File: src/rtl/gpi_bank_conditioner.sv
`default_nettype none
// ============================================================================
// Module   : gpi_bank_conditioner
// Brief    : NCH-channel GPI input conditioner. Each channel gates its pad
//            input with the input enable and synchronises it. A glitch filter
//            then debounces the level, and the block produces a clean level
//            plus registered rise/fall strobes. The optional sticky
//            edge-interrupt pending bits are built only when GPI_BANK_IRQ_EN
//            is defined.
// Revision : 1.0 - initial release
// ============================================================================
module gpi_bank_conditioner #(
  parameter int NCH         = 8,
  parameter int SYNC_STAGES = 2,
  parameter int CNT_W       = 8
) (
  input  logic             CLK_I,
  input  logic             RSTN_I,
  input  logic [NCH-1:0]   PAD_DI_I,
  input  logic [NCH-1:0]   IE_I,
  input  logic [CNT_W-1:0] DEB_LIM_I,
`ifdef GPI_BANK_IRQ_EN
  input  logic [NCH-1:0]   IRQ_RISE_EN_I,
  input  logic [NCH-1:0]   IRQ_FALL_EN_I,
  input  logic [NCH-1:0]   IRQ_CLR_I,
  output logic [NCH-1:0]   IRQ_PEND_O,
  output logic             IRQ_O,
`endif
  output logic [NCH-1:0]   DI_O,
  output logic [NCH-1:0]   RISE_O,
  output logic [NCH-1:0]   FALL_O
);

  typedef enum logic [0:0] {
    ST_STABLE = 1'b0,
    ST_CHECK  = 1'b1
  } state_t;

  // A limit of 0 behaves as 1, so the commit threshold saturates at 0.
  logic [CNT_W-1:0] w_lim_m1;
  assign w_lim_m1 = (DEB_LIM_I == '0) ? '0 : (DEB_LIM_I - CNT_W'(1));

  for (genvar i = 0; i < NCH; i++) begin : g_ch
    logic [SYNC_STAGES-1:0] r_sync;
    state_t                 r_state;
    state_t                 w_state_nxt;
    logic [CNT_W-1:0]       r_cnt;
    logic [CNT_W-1:0]       w_cnt_nxt;
    logic [CNT_W-1:0]       w_cnt_eff;
    logic                   r_di;
    logic                   r_rise;
    logic                   r_fall;
    logic                   w_s;
    logic                   w_di_nxt;
    logic                   w_rise_nxt;
    logic                   w_fall_nxt;

    // Gate with the input enable before crossing into the CLK_I domain.
    always_ff @(posedge CLK_I or negedge RSTN_I) begin
      if (!RSTN_I) begin
        r_sync <= '0;
      end else begin
        r_sync <= {r_sync[SYNC_STAGES-2:0], PAD_DI_I[i] & IE_I[i]};
      end
    end

    assign w_s = r_sync[SYNC_STAGES-1];
    // The count is only meaningful while a mismatch is being checked.
    assign w_cnt_eff = (r_state == ST_CHECK) ? r_cnt : '0;

    // Debounce decision: commit once the mismatch has lasted the limit.
    always_comb begin
      w_state_nxt = ST_STABLE;
      w_cnt_nxt   = '0;
      w_di_nxt    = r_di;
      w_rise_nxt  = 1'b0;
      w_fall_nxt  = 1'b0;
      if (w_s != r_di) begin
        if (w_cnt_eff >= w_lim_m1) begin
          w_di_nxt   = w_s;
          w_rise_nxt = w_s;
          w_fall_nxt = ~w_s;
        end else begin
          w_state_nxt = ST_CHECK;
          w_cnt_nxt   = w_cnt_eff + CNT_W'(1);
        end
      end
    end

    // Filter state, clean level and one-cycle edge strobes.
    always_ff @(posedge CLK_I or negedge RSTN_I) begin
      if (!RSTN_I) begin
        r_state <= ST_STABLE;
        r_cnt   <= '0;
        r_di    <= 1'b0;
        r_rise  <= 1'b0;
        r_fall  <= 1'b0;
      end else begin
        r_state <= w_state_nxt;
        r_cnt   <= w_cnt_nxt;
        r_di    <= w_di_nxt;
        r_rise  <= w_rise_nxt;
        r_fall  <= w_fall_nxt;
      end
    end

    assign DI_O[i]   = r_di;
    assign RISE_O[i] = r_rise;
    assign FALL_O[i] = r_fall;

`ifdef GPI_BANK_IRQ_EN
    logic r_pend;

    // Sticky pending bit; a new enabled edge outranks a same-cycle clear.
    always_ff @(posedge CLK_I or negedge RSTN_I) begin
      if (!RSTN_I) begin
        r_pend <= 1'b0;
      end else begin
        r_pend <= (r_pend & ~IRQ_CLR_I[i])
                | (r_rise & IRQ_RISE_EN_I[i])
                | (r_fall & IRQ_FALL_EN_I[i]);
      end
    end

    assign IRQ_PEND_O[i] = r_pend;
`endif
  end

`ifdef GPI_BANK_IRQ_EN
  assign IRQ_O = |IRQ_PEND_O;
`endif

endmodule
`default_nettype wire

File: config.mk
export PLATFORM = sky130hd
export DESIGN_NAME = gpi_bank_conditioner
export DESIGN_NICKNAME = d
export VERILOG_FILES = /design/src/rtl/gpi_bank_conditioner.sv
export SDC_FILE = /design/constraint.sdc
export NUM_CORES = 1
export LEC_CHECK = 0
export CORE_MARGIN = 2
export CORE_UTILIZATION = 25
export CTS_CLUSTER_DIAMETER = 150
export CTS_CLUSTER_SIZE = 12
export DETAILED_ROUTE_END_ITERATION = 10
export SLEW_MARGIN = 20
export SYNTH_ARGS = -nofsm -noshare
export SYNTH_HDL_FRONTEND = slang
export SYNTH_SLANG_ARGS = --single-unit
File: constraint.sdc
create_clock -name CLK_I -period 3.3 [get_ports CLK_I]
set_input_delay 0.66 -clock CLK_I [delete_from_list [all_inputs] [get_ports CLK_I]]
set_output_delay 0.66 -clock CLK_I [all_outputs]
set_load 0.02 [all_outputs]
==> results by group, run 1 <==
Drt
  • Routed Antenna Nets: 0
  • Routed vias/inst: 4.391
  • Initial DRC Count: 197
  • Total number of vias: 4694
  • WL final: 13.77 mm
  • DR WL/cell: 12.88 um
  • Pre-antenna DRT Iters: 4
  • Residual DRC: 0

STA
  • Period minus WS final: 3.110 ns
  • Endpoints failing hold: 0
  • Period utilisation layout: 0.9423
  • Total negative slack: 0 ns
  • Achievable Freq: 0.3216 GHz
  • Clock Skew: 0.007709 ns
  • RSZ-0062 raised after global routing: false
  • Slew Viols, Final: 0
  • Max_slew headroom: 0.4743
  • Setup violators final: 0
  • Worst Tran Pin Value: 0.7885 ns

CTS
  • Clk sinks: 112
  • Clk_lat worst skew: 0.36 ns
  • CTS max path bufs: 2
  • Clock root buffer: clkbuf_16
  • CTS buffer count: 9
  • TritonCTS clock tree: yes
  • Clock transition at path regs: 0.07 ns
  • H-tree levels: 3
  • Post-CTS Setup Bufs: 0

Cells and area
  • Storage cell area: 2803 sq um
  • Fill count: 2623
  • Design Area, Final: 7986 sq um
  • Area grow syn2layout: 21.58%
  • Share of post-route cells with drive strength above 1: 0.1485
  • Multi-input gate area: 3467 sq um
  • # diodes: 0
  • Nets: 816

Worst setup path
  • Worst EP required: 3.54 ns
  • Critical path peak fanout: 4
  • Worst setup SP type: input pin
  • Flop-to-flop setup slack: 0.88 ns
  • WS Path Type: input pin to flop
  • CP Capture Type: flop
  • Worst path arrival time: 3.35 ns

Power
  • Worst IR drop on VDD: 0.1979 mV
  • P_leak: 0.003610 uW
  • Power per cell area: 377.3 nW/um^2

Global routing
  • Global-route wire length before repair: 23.48 mm
  • GRT Util Overall: 0.1050
  • Initial antenna violation count: 1
  • Total gr overflow: 0
  • Vias in the first global route: 4785
  • Largest net degree at the start of global routing: 59

Die
  • Die Y: 166.1 um
  • Core area: 25910 sq um
  • Die W: 166.1 um
  • Row count: 59
  • Full die area: 27590 sq um
  • Top Ports: 50
  • Initial core utilization: 0.2535

Place
  • Detailed Place HPWL: 10.30 mm
  • Area after DPL: 7599 sq um
  • Port Buffers: 49
  • Placer congestion estimate: 0.8002

Yosys
  • Synth Area per Inst: 9.775 sq um
  • FF+latch count, synth: 112
  • Register area share after synthesis: 0.4267
  • Post-Syn Nets: 758
  • Synth warn: 0
  • Cells after Synth: 672
  • Netlist cell types: 49
  • Netlist Area Pre-Place: 6569 sq um

Min path
  • Hold WC Path Type: flop to flop

Job
  • Max-cap viol count: 0

Run status
  • Outcome: finished clean
## registers in the layout, summed over array words and instances, names as in the netlist
| register | flops |
|---|---|
| g_ch.r_cnt | 64 |
| g_ch.r_sync | 16 |
| g_ch.r_di | 8 |
| g_ch.r_fall | 8 |
| g_ch.r_rise | 8 |
| g_ch.r_state | 8 |
## layout by cell type, fill, tap and decap left out, types with 4 or more instances in the layout
master           count
dfrtp_1            112
nor2_1              71
ha_1                59
nand2_1             58
buf_4               52
and2_1              51
clkdlybuf4s50_1     43
xnor2_1             35
inv_1               26
nand3_1             24
xor2_1              23
nor2b_1             17
nor3b_1             16
a21oi_1             14
clkbuf_16            9
o221ai_1             7
o211ai_1             7
a22oi_1              7
a211oi_2             6
o21ai_1              5
and3_1               5
a41oi_1              5
or2_2                5
mux2_2               5
a21oi_2              4
o21ai_0              4
o2111ai_1            4
or3b_1               4
## metal layers
layer	wire length (um)	GRT usage	vias up
li1	-	-	2366
met1	6250	0.1288	2267
met2	6874	0.1809	43
met5	16	0	-
met3	347	0.02002	16
met4	283	0.04310	2
## where the power goes
group          switching, uW  internal, uW  leakage, uW
logic                    208           177      0.00194
clock network            493           663     0.000143
registers               54.3          1420      0.00153
total                    756          2260      0.00361
## metrics by stage
stage	util	instances	setup slack [ns]	power, uW	hold WS [ns]
after floorplan	-	672	-0.03583	1700	0.3312
after global placement	0.2933	1054	-0.4164	1873	0.3328
after detailed placement	0.2933	1054	-0.5186	1880	0.3356
after CTS	0.3052	1069	0.001653	3070	0.3449
after global routing	0.3082	1069	0.01705	3173	0.3577
final	0.3082	1069	0.1904	3013	0.3432
## layout make-up
cell class / instances / share of cell area
clock buffers: 12 / 0.02961
well taps: 335 / 0.05248
clock inverters: 3 / 0.008460
repair buffers: 101 / 0.1122
inverters: 26 / 0.01222
flip-flops and latches: 112 / 0.3509
multi-input cells: 480 / 0.4341
## critical path: stages
cell and delay, ns:
dlygate4sd2_1 0.29, inv_1 0.08, buf_4 0.13, ha_1 0.21
xor2_1 0.16, nand2_2 0.09, buf_4 0.15, ha_1 0.30
nand2_1 0.07, o21ai_0 0.20, o2111ai_1 0.14, a211oi_2 0.30
and2b_1 0.25, mux2_1 0.30
## repair_timing
item / in CTS / in global routing
resized for setup: 4 / 23
hold buffers: 0 / 0
endpoints found under the setup margin: 58 / 84
pin swaps: 1 / 9
## worst paths after layout
| kind | endpoint | from | cells past startpoint |
|---|---|---|---|
| worst max-delay path | g_ch[7].r_di$_DFFE_PN0P_ | DEB_LIM_I[0] | 14 |
| worst min-delay path | g_ch[6].r_sync[1]$_DFF_PN0_ | g_ch[6].r_sync[0]$_DFF_PN0_ | 0 |
| worst max register to register | g_ch[7].r_di$_DFFE_PN0P_ | g_ch[7].r_state$_DFF_PN0_ | 8 |
| worst min register to register | g_ch[6].r_sync[1]$_DFF_PN0_ | g_ch[6].r_sync[0]$_DFF_PN0_ | 0 |
| max in group asynchronous | g_ch[7].r_cnt[1]$_DFF_PN0_ | RSTN_I | 2 |
| min in group asynchronous | g_ch[4].r_rise$_DFF_PN0_ | RSTN_I | 1 |
## Yosys cell counts (all sizes together)
cell type | count | share of area
a211oi | 7 | 0.0095
a21o | 3 | 0.0034
a21oi | 18 | 0.014
a22oi | 7 | 0.0080
a31o | 1 | 0.0013
a31oi | 3 | 0.0029
a41oi | 7 | 0.012
and2 | 52 | 0.050
and2b | 2 | 0.0023
and3 | 5 | 0.0048
and4 | 1 | 0.0013
buf | 29 | 0.033
clkbuf | 25 | 0.014
dfrtp | 112 | 0.43
ha | 60 | 0.11
inv | 26 | 0.015
mux2 | 8 | 0.014
mux2i | 1 | 0.0015
nand2 | 59 | 0.034
nand2b | 3 | 0.0029
nand3 | 24 | 0.018
nor2 | 72 | 0.041
nor2b | 19 | 0.018
nor3 | 1 | 0.00076
nor3b | 17 | 0.019
nor4 | 2 | 0.0029
o2111ai | 7 | 0.0093
o211ai | 7 | 0.0080
o21ai | 9 | 0.0069
o221ai | 7 | 0.0093
o22ai | 1 | 0.0019
o31a | 1 | 0.0013
or2 | 7 | 0.0067
or3b | 8 | 0.011
or4 | 3 | 0.0040
xnor2 | 35 | 0.047
xor2 | 23 | 0.031
## cells by family after synthesis
group,count (synthesis),synth area share
and+or+nand+nor,275,0.2171
DFF,112,0.4267
buffers and inverters,80,0.06209
AOI/OAI and AO/OA,78,0.08724
adders and majority gates,60,0.1143
xor gates and xnor gates,58,0.07733
muxes,9,0.01524
(Power assumes the default switching activity.)
==> run 2, diff against run 1 <==
- ABC_AREA: unset -> 1
==> run 2 against run 1 <==
  * Combinational power fell by 7.5%
  * Critical path depth rose by 3
  * Die area is 2.1% higher
  * Count of clock-buffer cells in the layout decreased by 3
  * First-iteration DRC count up 55%
  * Critical endpoint is now g_ch[5].r_cnt[7]$_DFF_PN0_
  * Non-clock buffer count fell by 22
  * Total power shrank 3.0%
  * Register-to-register slack better by 0.42 ns
  * Clock skew down 0.0016 ns
  * Routed wire length decreased by 3.5%
  * Sequential power about the same
  * Highest routed layer is now met4
==> results by group, run 2 <==
Min path
  • Hold WC Path Type: input pin to async pin (was flop to flop)

Cells and area
  • Biggest regs: g_ch.r_cnt x64, g_ch.r_sync x16 (unchanged)
  • Share of post-route cells with drive strength above 1: 0.08506 (was 0.1485)
  • Fill count: 2763 (was 2623)
  • Most common cell after layout, fill and taps aside: nand2_1 (was dfrtp_1)
  • Multi-input gate area: 3045 sq um (was 3467 sq um)
  • Max reg flops: 64 (unchanged)
  • Utilization after layout: 0.3022 (was 0.3082)
  • Design Area, Final: 7920 sq um (was 7986 sq um)
  • Non-filler cells, final: 1252 (was 1069)
  • # diodes: 0 (unchanged)
  • Storage cell area: 2803 sq um (unchanged)
  • Area grow syn2layout: 18.08% (was 21.58%)
  • Most frequent cells in the layout: nand2_1 (187), inv_1 (167), nor2_1 (113), dfrtp_1 (112), ha_1 (60) (was dfrtp_1 (112), nor2_1 (71), ha_1 (59), nand2_1 (58), buf_4 (52))
  • Nets: 998 (was 816)
  • Most flop-heavy register: g_ch.r_cnt (unchanged)

Drt
  • WL final: 13.29 mm (was 13.77 mm)
  • Residual DRC: 0 (unchanged)
  • Total number of vias: 5099 (was 4694)
  • Routed vias/inst: 4.073 (was 4.391)
  • Routed Antenna Nets: 0 (unchanged)
  • Pre-antenna DRT Iters: 4 (unchanged)
  • DR WL/cell: 10.62 um (was 12.88 um)
  • Initial DRC Count: 306 (was 197)

Worst setup path
  • Depth of the most critical reg-to-reg path: 11 (was 8)
  • RR Startpoint: g_ch[5].r_state$_DFF_PN0_ (was g_ch[7].r_state$_DFF_PN0_)
  • Reg2reg end: g_ch[5].r_cnt[7]$_DFF_PN0_ (was g_ch[7].r_di$_DFFE_PN0P_)
  • CP Capture Type: flop (unchanged)
  • Worst Setup SP: DEB_LIM_I[1] (was DEB_LIM_I[0])
  • Worst EP required: 3.60 ns (was 3.54 ns)
  • Worst setup SP type: input pin (unchanged)
  • Worst Setup EP: g_ch[5].r_cnt[7]$_DFF_PN0_ (was g_ch[7].r_di$_DFFE_PN0P_)
  • Flop-to-flop setup slack: 1.30 ns (was 0.88 ns)
  • Critical path peak fanout: 9 (was 4)
  • Worst path arrival time: 3.35 ns (about the same)
  • WS Path Type: input pin to flop (unchanged)

Place
  • Detailed Place HPWL: 9.795 mm (was 10.30 mm)
  • Dpl cells: 1236 (was 1054)
  • Port Buffers: 49 (unchanged)
  • Placer congestion estimate: 0.8022 (was 0.8002)
  • Area after DPL: 7621 sq um (was 7599 sq um)

CTS
  • TritonCTS clock tree: yes (unchanged)
  • CTS buffer count: 9 (unchanged)
  • Hold-fix buffers, CTS: 0 (unchanged)
  • Clk_lat worst skew: 0.36 ns (about the same)
  • CTS max path bufs: 2 (unchanged)
  • Clock root buffer: clkbuf_16 (unchanged)
  • Clk sinks: 112 (unchanged)
  • Clock transition at path regs: 0.08 ns (was 0.07 ns)
  • H-tree levels: 3 (unchanged)
  • Post-CTS Setup Bufs: 0 (unchanged)

Yosys
  • Post-Syn Nets: 941 (was 758)
  • Asr flop ratio synth: 1.000 (unchanged)
  • Yosys top cell by area: dfrtp_1 (unchanged)
  • Area contributors post-synth: dfrtp_1 (42%), ha_1 (11%), nand2_1 (10%) (was dfrtp_1 (43%), ha_1 (11%), and2_1 (5.0%))
  • Synth top cells by count: nand2_1 (187), inv_1 (167), nor2_1 (114) (was dfrtp_1 (112), nor2_1 (72), ha_1 (60))
  • Ys flop type: dfrtp_1 (unchanged)
  • Synth warn: 0 (unchanged)
  • Share of Yosys cell area claimed by the top area cell type: 0.4178 (was 0.4267)
  • Synth Area per Inst: 7.845 sq um (was 9.775 sq um)
  • Most frequent cell after synthesis: nand2_1 (was dfrtp_1)
  • FF+latch count, synth: 112 (unchanged)
  • Register area share after synthesis: 0.4178 (was 0.4267)
  • Number of flops mapped to enable cells by yosys: 0 (unchanged)
  • Cells after Synth: 855 (was 672)
  • Netlist cell types: 23 (was 49)
  • Netlist Area Pre-Place: 6708 sq um (was 6569 sq um)

STA
  • Setup violators final: 0 (unchanged)
  • Period utilisation layout: 0.9251 (was 0.9423)
  • Worst Tran Pin Value: 0.5874 ns (was 0.7885 ns)
  • Clock Skew: 0.006098 ns (was 0.007709 ns)
  • Fin Hold WS: 0.2938 ns (was 0.3432 ns)
  • Period minus WS final: 3.053 ns (was 3.110 ns)
  • Total negative slack: 0 ns (unchanged)
  • RSZ-0062 raised after global routing: false (unchanged)
  • Endpoints failing hold: 0 (unchanged)
  • Achievable Freq: 0.3276 GHz (was 0.3216 GHz)
  • Slew Viols, Final: 0 (unchanged)
  • Max_slew headroom: 0.6084 (was 0.4743)

Die
  • Top Ports: 50 (unchanged)
  • Die Y: 167.8 um (was 166.1 um)
  • Full die area: 28160 sq um (was 27590 sq um)
  • Row count: 59 (unchanged)
  • Core area: 26210 sq um (was 25910 sq um)
  • Initial core utilization: 0.2560 (was 0.2535)
  • Die W: 167.8 um (was 166.1 um)

Power
  • P_leak: 0.004312 uW (was 0.003610 uW)
  • Worst IR drop on VDD: 0.2113 mV (was 0.1979 mV)
  • Power per cell area: 369.3 nW/um^2 (was 377.3 nW/um^2)

Global routing
  • Vias in the first global route: 5119 (was 4785)
  • Global-route wire length before repair: 23.57 mm (was 23.48 mm)
  • Initial antenna violation count: 0 (was 1)
  • Total gr overflow: 0 (unchanged)
  • Largest net degree at the start of global routing: 71 (was 59)
  • GRT Util Overall: 0.1030 (was 0.1050)

Run status
  • Outcome: finished clean (unchanged)

Job
  • Max-cap viol count: 0 (unchanged)
==> run 2: final cells by class <==
type	count	area share
sequential	112	0.3539
timing repair buffer	79	0.09163
tap	335	0.05292
inverter	168	0.07962
clock buffer	9	0.02844
clock inverter	7	0.009005
multi-input combinational	542	0.3845
==> run 2: cell families after synthesis <==
family,count (synthesis),synth area share
adders and majority gates,60,0.1119
AOI/OAI and AO/OA,76,0.05708
and+or+nand+nor,377,0.2468
xor gates and xnor gates,29,0.03787
DFF,112,0.4178
buffers and inverters,201,0.1285
==> run 2: what timing repair did <==
| action | in CTS | in global routing |
|---|---|---|
| endpoints found under the hold margin | 0 | 0 |
| resized for setup | 0 | 2 |
| endpoints found under the setup margin | 0 | 68 |
==> run 2: per-layer routing <==
metal	vias up	part of all wire	track usage	routed length (um)
met5	-	0	0	0
met2	48	0.46	0.1725	6048
li1	2710	-	-	-
met3	9	0.035	0.02280	465
met1	2332	0.50	0.1350	6643
met4	0	0.010	0.02647	135
==> run 2: report_power, final <==
part           internal, uW  switching [uW]
logic                   142             216
registers              1420            42.6
clock network           538             570
==> run 2: per-stage QoR <==
stage / worst slack [ns] / total power, uW
detailed placement: -0.2863 / 1852
global route: 0.001100 / 3098
CTS: 0.09191 / 2985
floorplan: 0.5770 / 1699
finish: 0.2471 / 2925
global placement: -0.2535 / 1844
==> run 2: critical path: stages <==
cell	delay [ns]
clkdlybuf4s50_1	0.54
inv_1	0.08
ha_1	0.19
nand3_1	0.09
nor2_2	0.05
buf_4	0.15
or2_2	0.38
ha_1	0.31
o21ai_0	0.08
nand2_1	0.07
a21oi_1	0.12
nand2_1	0.07
nand2_1	0.07
nand2_1	0.06
nand2_2	0.12
nand3_4	0.14
nor2_1	0.13
==> run 2: worst min path at each step <==
| stage | startpoint | endpoint | slack [ns] | cells after the start |
|---|---|---|---|---|
| 2_1_floorplan | g_ch[0].r_sync[0]$_DFF_PN0_ | g_ch[0].r_sync[1]$_DFF_PN0_ | 0.33 | 0 |
| 3_3_place_gp | g_ch[3].r_sync[0]$_DFF_PN0_ | g_ch[3].r_sync[1]$_DFF_PN0_ | 0.33 | 0 |
| 3_5_place_dp | g_ch[1].r_sync[0]$_DFF_PN0_ | g_ch[1].r_sync[1]$_DFF_PN0_ | 0.33 | 0 |
| 4_1_cts | RSTN_I | g_ch[4].r_fall$_DFF_PN0_ | 0.31 | 1 |
| 5_1_grt | RSTN_I | g_ch[4].r_fall$_DFF_PN0_ | 0.34 | 1 |
| 6_report | RSTN_I | g_ch[4].r_fall$_DFF_PN0_ | 0.29 | 1 |
